## src/rtl/irq_sequencer_if.sv

```systemverilog
// rtl/irq_sequencer_if.sv - register bus, interrupt controller and core fetch signals of irq_sequencer
interface irq_sequencer_if;
  // Peripheral register bus
  logic        i_WEnable;
  logic [31:0] i_WAddr;
  logic [31:0] i_WData;
  logic        i_REnable;
  logic [31:0] i_RAddr;
  logic [31:0] o_RData;
  logic        o_Err;
  // Interrupt controller side
  logic        i_IrqReq;
  logic [1:0]  i_IrqNumber;
  logic        o_AckAttended;
  logic        o_AckComplete;
  // Core fetch side
  logic        i_InstrBoundary;
  logic [31:0] i_CurPc;
  logic        i_Reti;
  logic        o_StallCpu;
  logic        o_PcLoad;
  logic [31:0] o_PcValue;
  logic        o_InService;

  modport slave (
    input  i_WEnable, i_WAddr, i_WData, i_REnable, i_RAddr,
    input  i_IrqReq, i_IrqNumber, i_InstrBoundary, i_CurPc, i_Reti,
    output o_RData, o_Err, o_AckAttended, o_AckComplete,
    output o_StallCpu, o_PcLoad, o_PcValue, o_InService
  );

  modport master (
    output i_WEnable, i_WAddr, i_WData, i_REnable, i_RAddr,
    output i_IrqReq, i_IrqNumber, i_InstrBoundary, i_CurPc, i_Reti,
    input  o_RData, o_Err, o_AckAttended, o_AckComplete,
    input  o_StallCpu, o_PcLoad, o_PcValue, o_InService
  );
endinterface

```

## src/rtl/irq_sequencer.sv

```systemverilog
// rtl/irq_sequencer.sv - interrupt entry/return sequencer with GIE/VBASE/SAVED_PC registers; optional IRQ_LATENCY_CNT_EN adds LATENCY register
module irq_sequencer #(
  parameter logic [31:0] VBASE_RESET = 32'h0000_0010,
  parameter int          VEC_SHIFT   = 2
) (
  input logic            i_Clk,
  input logic            i_Rst,
  irq_sequencer_if.slave bus
);

  localparam logic [31:0] VBASE_INIT = VBASE_RESET & 32'hFFFF_FFFC;

  typedef enum logic [2:0] {
    ST_IDLE,
    ST_WAIT_BND,
    ST_SAVE,
    ST_VECTOR,
    ST_IN_SVC,
    ST_RETURN
  } state_t;

  state_t      state_q, state_d;
  logic        gie_q;
  logic [31:0] vbase_q;
  logic [31:0] saved_pc_q;
  logic [1:0]  num_q;
  logic [31:0] rdata_q;
  logic        err_q;

  logic        ack_att_q, ack_att_d;
  logic        ack_cmp_q, ack_cmp_d;
  logic        stall_q, stall_d;
  logic        pc_load_q, pc_load_d;
  logic [31:0] pc_value_q, pc_value_d;
  logic        in_svc_q, in_svc_d;

  logic [31:0] vec_offset;
  logic        rd_valid;
  logic [31:0] rd_value;

  assign vec_offset = {30'd0, num_q} << VEC_SHIFT;

`ifdef IRQ_LATENCY_CNT_EN
  logic [15:0] lat_q;

  // Entry latency: restart when a request is accepted, count WAIT_BND/SAVE cycles, saturate
  always_ff @(posedge i_Clk) begin
    if (i_Rst) begin
      lat_q <= 16'd0;
    end else if (state_q == ST_IDLE && state_d == ST_WAIT_BND) begin
      lat_q <= 16'd0;
    end else if ((state_q == ST_WAIT_BND || state_q == ST_SAVE) && lat_q != 16'hFFFF) begin
      lat_q <= lat_q + 16'd1;
    end
  end
`endif

  // Next state, then outputs decoded from the next state so they leave a register
  always_comb begin
    state_d    = state_q;
    ack_att_d  = 1'b0;
    ack_cmp_d  = 1'b0;
    stall_d    = 1'b0;
    pc_load_d  = 1'b0;
    pc_value_d = 32'd0;
    in_svc_d   = 1'b0;
    case (state_q)
      ST_IDLE:     if (bus.i_IrqReq && gie_q) state_d = ST_WAIT_BND;
      ST_WAIT_BND: begin
        if (!bus.i_IrqReq || !gie_q)    state_d = ST_IDLE;
        else if (bus.i_InstrBoundary)   state_d = ST_SAVE;
      end
      ST_SAVE:     state_d = ST_VECTOR;
      ST_VECTOR:   state_d = ST_IN_SVC;
      ST_IN_SVC:   if (bus.i_Reti) state_d = ST_RETURN;
      ST_RETURN:   state_d = ST_IDLE;
      default:     state_d = ST_IDLE;
    endcase
    case (state_d)
      ST_SAVE: stall_d = 1'b1;
      ST_VECTOR: begin
        // vbase_q here is the value during SAVE; a write in that cycle lands afterwards
        stall_d    = 1'b1;
        pc_load_d  = 1'b1;
        pc_value_d = vbase_q + vec_offset;
        ack_att_d  = 1'b1;
        in_svc_d   = 1'b1;
      end
      ST_IN_SVC: in_svc_d = 1'b1;
      ST_RETURN: begin
        stall_d    = 1'b1;
        pc_load_d  = 1'b1;
        pc_value_d = saved_pc_q;
        ack_cmp_d  = 1'b1;
        in_svc_d   = 1'b1;
      end
      default: ;
    endcase
  end

  // State and registered core/controller outputs
  always_ff @(posedge i_Clk) begin
    if (i_Rst) begin
      state_q    <= ST_IDLE;
      ack_att_q  <= 1'b0;
      ack_cmp_q  <= 1'b0;
      stall_q    <= 1'b0;
      pc_load_q  <= 1'b0;
      pc_value_q <= 32'd0;
      in_svc_q   <= 1'b0;
    end else begin
      state_q    <= state_d;
      ack_att_q  <= ack_att_d;
      ack_cmp_q  <= ack_cmp_d;
      stall_q    <= stall_d;
      pc_load_q  <= pc_load_d;
      pc_value_q <= pc_value_d;
      in_svc_q   <= in_svc_d;
    end
  end

  // Capture return PC and source index as the core is redirected
  always_ff @(posedge i_Clk) begin
    if (i_Rst) begin
      saved_pc_q <= 32'd0;
      num_q      <= 2'd0;
    end else if (state_q == ST_WAIT_BND && state_d == ST_SAVE) begin
      saved_pc_q <= bus.i_CurPc;
      num_q      <= bus.i_IrqNumber;
    end
  end

  // Read decode; unmapped indices flag an error
  always_comb begin
    rd_valid = 1'b1;
    rd_value = 32'd0;
    case (bus.i_RAddr)
      32'd0:   rd_value = {31'd0, gie_q};
      32'd1:   rd_value = vbase_q;
      32'd2:   rd_value = saved_pc_q;
`ifdef IRQ_LATENCY_CNT_EN
      32'd3:   rd_value = {16'd0, lat_q};
`endif
      default: rd_valid = 1'b0;
    endcase
  end

  // Register bank; write wins over a same-cycle read, rdata/err hold when idle
  always_ff @(posedge i_Clk) begin
    if (i_Rst) begin
      gie_q   <= 1'b0;
      vbase_q <= VBASE_INIT;
      rdata_q <= 32'd0;
      err_q   <= 1'b0;
    end else if (bus.i_WEnable) begin
      if (bus.i_WAddr == 32'd0) begin
        gie_q <= bus.i_WData[0];
        err_q <= 1'b0;
      end else if (bus.i_WAddr == 32'd1) begin
        vbase_q <= bus.i_WData & 32'hFFFF_FFFC;
        err_q   <= 1'b0;
      end else begin
        err_q <= 1'b1;
      end
    end else if (bus.i_REnable) begin
      if (rd_valid) begin
        rdata_q <= rd_value;
        err_q   <= 1'b0;
      end else begin
        err_q <= 1'b1;
      end
    end
  end

  assign bus.o_RData       = rdata_q;
  assign bus.o_Err         = err_q;
  assign bus.o_AckAttended = ack_att_q;
  assign bus.o_AckComplete = ack_cmp_q;
  assign bus.o_StallCpu    = stall_q;
  assign bus.o_PcLoad      = pc_load_q;
  assign bus.o_PcValue     = pc_value_q;
  assign bus.o_InService   = in_svc_q;

endmodule

```

## src/flat_wrapper.sv

```systemverilog
// flat-port wrapper written by rule: the top's interface ports become plain ports
module irq_sequencer_flat 
#(
  parameter logic [31:0] VBASE_RESET = 32'h0000_0010,
  parameter int          VEC_SHIFT   = 2
)
  (i_Clk, i_Rst, bus_i_WEnable, bus_i_WAddr, bus_i_WData, bus_i_REnable, bus_i_RAddr, bus_i_IrqReq, bus_i_IrqNumber, bus_i_InstrBoundary, bus_i_CurPc, bus_i_Reti, bus_o_RData, bus_o_Err, bus_o_AckAttended, bus_o_AckComplete, bus_o_StallCpu, bus_o_PcLoad, bus_o_PcValue, bus_o_InService);
  irq_sequencer_if bus_i ();
  input logic i_Clk;
  input logic i_Rst;
  input wire logic [$bits(bus_i.i_WEnable)-1:0] bus_i_WEnable;
  input wire logic [$bits(bus_i.i_WAddr)-1:0] bus_i_WAddr;
  input wire logic [$bits(bus_i.i_WData)-1:0] bus_i_WData;
  input wire logic [$bits(bus_i.i_REnable)-1:0] bus_i_REnable;
  input wire logic [$bits(bus_i.i_RAddr)-1:0] bus_i_RAddr;
  input wire logic [$bits(bus_i.i_IrqReq)-1:0] bus_i_IrqReq;
  input wire logic [$bits(bus_i.i_IrqNumber)-1:0] bus_i_IrqNumber;
  input wire logic [$bits(bus_i.i_InstrBoundary)-1:0] bus_i_InstrBoundary;
  input wire logic [$bits(bus_i.i_CurPc)-1:0] bus_i_CurPc;
  input wire logic [$bits(bus_i.i_Reti)-1:0] bus_i_Reti;
  output wire logic [$bits(bus_i.o_RData)-1:0] bus_o_RData;
  output wire logic [$bits(bus_i.o_Err)-1:0] bus_o_Err;
  output wire logic [$bits(bus_i.o_AckAttended)-1:0] bus_o_AckAttended;
  output wire logic [$bits(bus_i.o_AckComplete)-1:0] bus_o_AckComplete;
  output wire logic [$bits(bus_i.o_StallCpu)-1:0] bus_o_StallCpu;
  output wire logic [$bits(bus_i.o_PcLoad)-1:0] bus_o_PcLoad;
  output wire logic [$bits(bus_i.o_PcValue)-1:0] bus_o_PcValue;
  output wire logic [$bits(bus_i.o_InService)-1:0] bus_o_InService;
  assign bus_i.i_WEnable = bus_i_WEnable;
  assign bus_i.i_WAddr = bus_i_WAddr;
  assign bus_i.i_WData = bus_i_WData;
  assign bus_i.i_REnable = bus_i_REnable;
  assign bus_i.i_RAddr = bus_i_RAddr;
  assign bus_i.i_IrqReq = bus_i_IrqReq;
  assign bus_i.i_IrqNumber = bus_i_IrqNumber;
  assign bus_i.i_InstrBoundary = bus_i_InstrBoundary;
  assign bus_i.i_CurPc = bus_i_CurPc;
  assign bus_i.i_Reti = bus_i_Reti;
  assign bus_o_RData = bus_i.o_RData;
  assign bus_o_Err = bus_i.o_Err;
  assign bus_o_AckAttended = bus_i.o_AckAttended;
  assign bus_o_AckComplete = bus_i.o_AckComplete;
  assign bus_o_StallCpu = bus_i.o_StallCpu;
  assign bus_o_PcLoad = bus_i.o_PcLoad;
  assign bus_o_PcValue = bus_i.o_PcValue;
  assign bus_o_InService = bus_i.o_InService;
  irq_sequencer #(.VBASE_RESET(VBASE_RESET), .VEC_SHIFT(VEC_SHIFT)) u_core (.i_Clk(i_Clk), .i_Rst(i_Rst), .bus(bus_i));
endmodule
```

## config.mk

```make
export PLATFORM = sky130hd
export DESIGN_NAME = irq_sequencer_flat
export DESIGN_NICKNAME = d
export VERILOG_FILES = /design/src/rtl/irq_sequencer_if.sv /design/src/rtl/irq_sequencer.sv /design/src/flat_wrapper.sv
export SDC_FILE = /design/constraint.sdc
export NUM_CORES = 1
export LEC_CHECK = 0
export CAP_MARGIN = 20
export CORE_MARGIN = 2
export CORE_UTILIZATION = 39
export CTS_BUF_LIST = sky130_fd_sc_hd__clkbuf_4 sky130_fd_sc_hd__clkbuf_8
export DETAILED_ROUTE_END_ITERATION = 10
export HOLD_SLACK_MARGIN = 0.1
export MAX_ROUTING_LAYER = met4
export PLACE_DENSITY = 0.7
export SLEW_MARGIN = 15
export SYNTH_ARGS = -nofsm -noshare
export SYNTH_HDL_FRONTEND = slang
export SYNTH_SLANG_ARGS = --single-unit
```

## constraint.sdc

```tcl
create_clock -name i_Clk -period 1.9 [get_ports i_Clk]
set_input_delay 0.285 -clock i_Clk [delete_from_list [all_inputs] [get_ports i_Clk]]
set_output_delay 0.285 -clock i_Clk [all_outputs]
set_load 0.05 [all_outputs]
```

==> out/results.ini, run 1 <==
[run_status]
status = finished, final reports clean

[worst_setup_path]
critPathMaxFanout = 1
cp_slowest_cell = clkdlybuf4s50_1
cp_cell_sequence = clkdlybuf4s50_1
critPathBufInv = 1
cp.arrival_ps = 1570
max_stage_delay_ps = 820
critPathRequiredTime_ps = 1620
critPathTopFamily = buffers and inverters
cp-end-kind = output pin
worstSetupPathType = register to output pin
start_kind = register

[timing]
relSlewSlack_pct = 53.7
slew_viol_final = 0
finalSetupViolations = 0
fin_ws_ps = 45.1
worstMarginPinSlew_ps = 695
skew_ps = 10.0
fmax_mhz = 539
finalCritPeriodShare_pct = 97.6
hold_viol = 0
fin_crit_ps = 1850
holdWs_ps = 376
rsz0062_at_grt = yes

[synthesis]
synth_area_um2 = 6010
synth_ff_type = dfxtp_1
ys_ff_latch = 138
ys_seq_area_share_pct = 46.0
synth.distinct_cells = 43
syn_avg_cell_area_um2 = 9.29
synth_warnings = 0
synthCells = 647
synthArstFlopShare_pct = 0
synth_nets = 787
synth-edff-count = 0

[final_layout]
syn2layout_area_growth_pct = 53.6
fillers = 1294
antennaDiodeCount = 0
fin_nets = 1012
drive_gt1_share_pct = 16.7
layout.cells.non_filler = 1073
final_core_util_pct = 60.9

[clock_network]
htreeDepth = 4
clk_pin_slew_ps = 70
cts_root_buffer = clkbuf_8
clockBufferDepth = 2
cts-buffers-inserted = 17
insertion_delay_ps = 450
cts_tree = built
clock-sinks = 138

[grt]
antenna_found_initial = 0
grt_pass1_wl_um = 30000
grt_usage_pct = 24.5
gr-total-overflow = 0
top_usage_layer = met2
grt_max_degree = 57
grtUsageMet2_pct = 40.1
grt_pass1_vias = 5717
gr-usage-met1_pct = 29.2
grt_use_met3_pct = 5.97

[drt]
routed_wirelength_um = 19600
first_pass_iters = 5
vias = 5707
routed_via_density = 5.32
drc = 0
wl_per_cell_um = 18.3
ant_nets = 0
drtIter0Drc = 365

[die]
rows = 45
core_area_um2 = 15100
die_h_um = 128
io_pins = 207
die-area_um2 = 16400
die_w_um = 128
start_util_pct = 39.7

[place]
placed_cells = 1032
gp_congestion = 0.845
post-place-ws_ps = -757
io_buffers = 205
place_hpwl_um = 13300

[run]
drv_cap = 0

[pwr]
leakage_nw = 3.88
power.density_nw_per_um2 = 639
ir_worst_vdd_uv = 413

[min_path]
hp-class = primary input to register

## flip-flops by register name (all words and copies together) (netlist names)
name and flops:
u_core.bus.o_PcLoad 1, u_core.num_q 2, u_core.bus.o_AckComplete 1, u_core.state_q 3
u_core.bus.o_AckAttended 1, u_core.vbase_q 30, u_core.bus.o_RData 32, u_core.bus.o_StallCpu 1
u_core.bus.o_InService 1, u_core.saved_pc_q 32, u_core.bus.o_PcValue 32, u_core.bus.o_Err 1
u_core.gie_q 1
## Yosys cell counts (all sizes together), types with 13 or more instances
library cell  instances  area, um2
clkbuf               33        125
o21ai                31        155
a22o                 27        236
mux2i                32        320
nand4                14       87.6
xnor2                20        175
nor4                 21        159
dfxtp               138       2760
nor2                 39        146
inv                  35        131
a221oi               30        432
buf                  15       90.1
a21o                 31        240
a21oi                38        190
nand2                81        304
nand3                13       65.1
## per-stage QoR
stage	cell area [um2]	TNS (ps)	power [mW]
2_1_floorplan	6060	-295	3.08
3_3_place_gp	8550	-46330	3.42
3_5_place_dp	8550	-50550	3.43
4_1_cts	9020	0	5.95
5_1_grt	9230	-177	6.10
6_report	9230	0	5.90
## repair_timing
action	in CTS	in global routing
endpoints found under the hold margin	4	0
gates cloned	4	1
gates resized for setup	45	58
buffers inserted	0	3
setup endpoints to repair	70	87
hold buffers	1	0
pin swaps	25	18
## logic make-up after synthesis
| group | synth area share, % |
|---|---|
| AND/OR/NAND/NOR | 16.1 |
| AO/OA/AOI/OAI | 22.0 |
| flip-flops | 46.0 |
| buffers and inverters | 5.77 |
| adder cells (fa/ha/maj) | 0.750 |
| XOR/XNOR | 4.08 |
| multiplexers | 5.33 |
## area by class of cell
cell class / count / area [um2] / area share (%)
clock buffer: 21 / 277 / 3.00
clock inverter: 11 / 144 / 1.56
inverter: 35 / 131 / 1.42
multi-input combinational: 430 / 3120 / 33.8
sequential: 138 / 2770 / 30.0
tap: 188 / 235 / 2.55
timing repair buffer: 250 / 2550 / 27.7
## worst min-delay path, stage by stage
cell             delay (ps)
clkdlybuf4s50_1         400
nand2_1                  50
a21oi_1                  50
## power by group
group | total, mW | switching [mW] | internal (mW)
Combinational | 0.478 | 0.187 | 0.290
Sequential | 2.89 | 0.00112 | 2.89
Clock | 2.53 | 1.13 | 1.39
## cell usage in the layout (no fill, tap or decap), types with 10 or more instances in the layout
cell type,synthesis,layout
dfxtp_1,138,133
clkdlybuf4s50_1,0,127
nand2_1,81,80
nor2_1,39,39
a21oi_1,38,37
dlygate4sd2_1,0,37
dlymetal6s2s_1,0,35
inv_1,34,34
buf_4,0,34
mux2i_1,32,32
o21ai_0,31,31
a21o_1,30,30
a221oi_2,27,29
a22o_1,27,27
xnor2_1,20,20
clkbuf_8,0,19
nand4_1,14,14
nand3_1,13,13
buf_12,0,10
## final timing paths
kind | depth (start not counted) | slack, ps | startpoint | endpoint
max | 1 | 50 | u_core.bus.o_PcValue[29] | bus_o_PcValue[29]
min | 3 | 380 | bus_i_CurPc[24] | u_core.saved_pc_q[24]
max reg2reg | 7 | 70 | u_core.gie_q | u_core.bus.o_PcValue[25]
min reg2reg | 2 | 470 | u_core.bus.o_RData[14] | u_core.bus.o_RData[14]
## layer usage
| metal | share of wire [%] | vias up |
|---|---|---|
| met2 | 48 | 223 |
| met4 | 2.2 | 0 |
| met5 | 0 | - |
| li1 | - | 2760 |
| met1 | 43 | 2690 |
| met3 | 6.6 | 34 |
Power figures use the tool's default switching activity.
==> inputs of run 2 (changes only) <==
--- a/config.mk
+++ b/config.mk
@@ -12,7 +12,7 @@
 export DETAILED_ROUTE_END_ITERATION = 10
 export HOLD_SLACK_MARGIN = 0.1
 export MAX_ROUTING_LAYER = met4
-export PLACE_DENSITY = 0.7
+export PLACE_DENSITY = 0.67
 export SLEW_MARGIN = 15
 export SYNTH_ARGS = -nofsm -noshare
 export SYNTH_HDL_FRONTEND = slang
==> constraint.sdc (replaced) <==
create_clock -name i_Clk -period 2 [get_ports i_Clk]
set_input_delay 0.3 -clock i_Clk [delete_from_list [all_inputs] [get_ports i_Clk]]
set_output_delay 0.3 -clock i_Clk [all_outputs]
set_load 0.05 [all_outputs]
==> run 2 against run 1 <==
  * Worst hold slack better by 6.9 ps
  * Die area unchanged
  * Register-to-register slack barely moved
==> out/results.ini, run 2 (synthesized netlist as in run 1, its figures left out) <==
[timing]
fin_ws_ps = 33.8  ; -11.4 ps
finalSetupViolations = 0  ; unchanged
finalCritPeriodShare_pct = 98.3
relSlewSlack_pct = 58.8  ; +5.2 points
hold_viol = 0  ; unchanged
slew_viol_final = 0  ; unchanged
skew_ps = 8.17  ; -1.86 ps
finalSetupTns_ps = 0  ; unchanged
fin_crit_ps = 1970
worstMarginPinSlew_ps = 618  ; -77.5 ps
fmax_mhz = 509

[clock_network]
clockBufferDepth = 2  ; unchanged
cts_tree = built
insertion_delay_ps = 460  ; about the same
htreeDepth = 4  ; unchanged
clk_pin_slew_ps = 70  ; about the same
clock-sinks = 138  ; unchanged
cts-buffers-inserted = 17  ; unchanged
cts_root_buffer = clkbuf_8

[worst_setup_path]
cp.arrival_ps = 1670  ; +100 ps
critPathBufInv = 1  ; unchanged
max_stage_delay_ps = 820  ; about the same
cp_cell_sequence = clkdlybuf4s50_1
reg2reg_slack_ps = 70  ; about the same
worstSetupStartpoint = u_core.bus.o_RData[9]
cp_slowest_cell = clkdlybuf4s50_1
critPathTopFamily = buffers and inverters
worstSetupPathType = register to output pin
critPathRequiredTime_ps = 1700  ; +80 ps
cp-end-kind = output pin
start_kind = register
cp_num_cells = 1  ; unchanged
ff2ff_path_depth = 8  ; +1
r2r-start = u_core.vbase_q[2]
critPathMaxFanout = 2  ; +1

[final_layout]
layout_common_cells = clkdlybuf4s50_1 (196), dfxtp_1 (138), nand2_1 (81)
fin_nets = 1012  ; unchanged
seq_area_um2 = 2760  ; -0.23%
final_common_cell = clkdlybuf4s50_1
antennaDiodeCount = 0  ; unchanged
fillers = 1287  ; -0.54%
drive_gt1_share_pct = 15.0  ; -1.7 points
syn2layout_area_growth_pct = 51.7
multi_input_area_um2 = 3050  ; -2.4%

[pwr]
finalPower_mw = 5.66  ; -4.1%
power.density_nw_per_um2 = 621  ; -2.9%
ir_worst_vdd_uv = 464  ; +12%
leakage_nw = 3.29  ; -15%

[min_path]
holdPathStages = 3  ; unchanged
hp-class = primary input to register
hold_start = bus_i_CurPc[25]

[die]
die_w_um = 128  ; unchanged
die_h_um = 128  ; unchanged
io_pins = 207  ; unchanged
start_util_pct = 39.7  ; unchanged
core_area_um2 = 15100  ; unchanged
rows = 45  ; unchanged
die-area_um2 = 16400  ; unchanged

[drt]
drtIter0Drc = 322  ; -12%
drc = 0  ; unchanged
vias = 5776  ; +1.2%
routed_via_density = 5.39  ; +1.3%
routed_wirelength_um = 19800  ; +1.1%
wl_per_cell_um = 18.5  ; +1.2%
ant_nets = 0  ; unchanged
first_pass_iters = 5  ; unchanged

[run_status]
status = finished, final reports clean

[place]
io_buffers = 205  ; unchanged
gp_congestion = 0.832  ; -1.6%
place_hpwl_um = 13300  ; +0.52%
post-place-ws_ps = -609  ; +148 ps

[grt]
grt_max_degree = 43  ; -25%
gr-total-overflow = 0  ; unchanged
grt_usage_pct = 24.0  ; -0.56 points
antenna_found_initial = 0  ; unchanged
grt_pass1_vias = 5803  ; +1.5%
grt_pass1_wl_um = 29300  ; -2.5%

[run]
drv_cap = 0  ; unchanged

==> run 2: cell type report <==
| type | instances | area share [%] |
|---|---|---|
| clock buffer | 24 | 3.49 |
| sequential | 138 | 30.3 |
| inverter | 35 | 1.44 |
| multi-input combinational | 430 | 33.4 |
| timing repair buffer | 250 | 27.5 |
| tap | 188 | 2.58 |
| clock inverter | 7 | 1.24 |
==> run 2: worst reg2reg max path, stage by stage (launching register included) <==
cell     delay (ps)
dfxtp_1         370
ha_2            220
fa_2            220
nand2_1         110
nor4_4          250
buf_2           230
nand3_1         110
xnor2_1         140
a22o_1          170
==> run 2: per-layer routing <==
layer  track usage [%]  up-vias  wire [um]
met4              9.50        0        414
met1              28.4     2751       8440
met3              5.18       36       1260
met2              39.8      239       9710
met5                 -        -          0
li1                  -     2750          -
==> run 2: report_power, final <==
| part | total [mW] | switching [mW] | internal (mW) | leakage, nW |
|---|---|---|---|---|
| sequential | 2.75 | 0.000981 | 2.75 | 1.11 |
| combinational | 0.463 | 0.178 | 0.285 | 1.95 |
| clock | 2.45 | 1.03 | 1.41 | 0.222 |
==> run 2: worst paths after layout <==
kind,end
setup / recovery,bus_o_RData[9]
hold / removal,u_core.saved_pc_q[25]
setup reg to reg,u_core.bus.o_PcValue[16]
hold reg to reg,u_core.bus.o_RData[2]
==> run 2: what timing repair did <==
item	in CTS	in global routing
pin swaps	10	15
hold buffers	1	0
cloned	2	5
setup endpoints to repair	31	64
hold endpoints to repair	3	0
gates resized for setup	3	24
setup buffers	0	3
==> run 2: through the flow <==
stage | util, % | hold slack [ps] | instances | cell area, um2
floorplan | - | 384 | 647 | 6010
global placement | 55.9 | 454 | 1030 | 8460
detailed placement | 55.9 | 452 | 1030 | 8460
CTS | 59.0 | 370 | 1064 | 8940
global route | 60.2 | 395 | 1072 | 9110
finish | 60.2 | 383 | 1072 | 9110
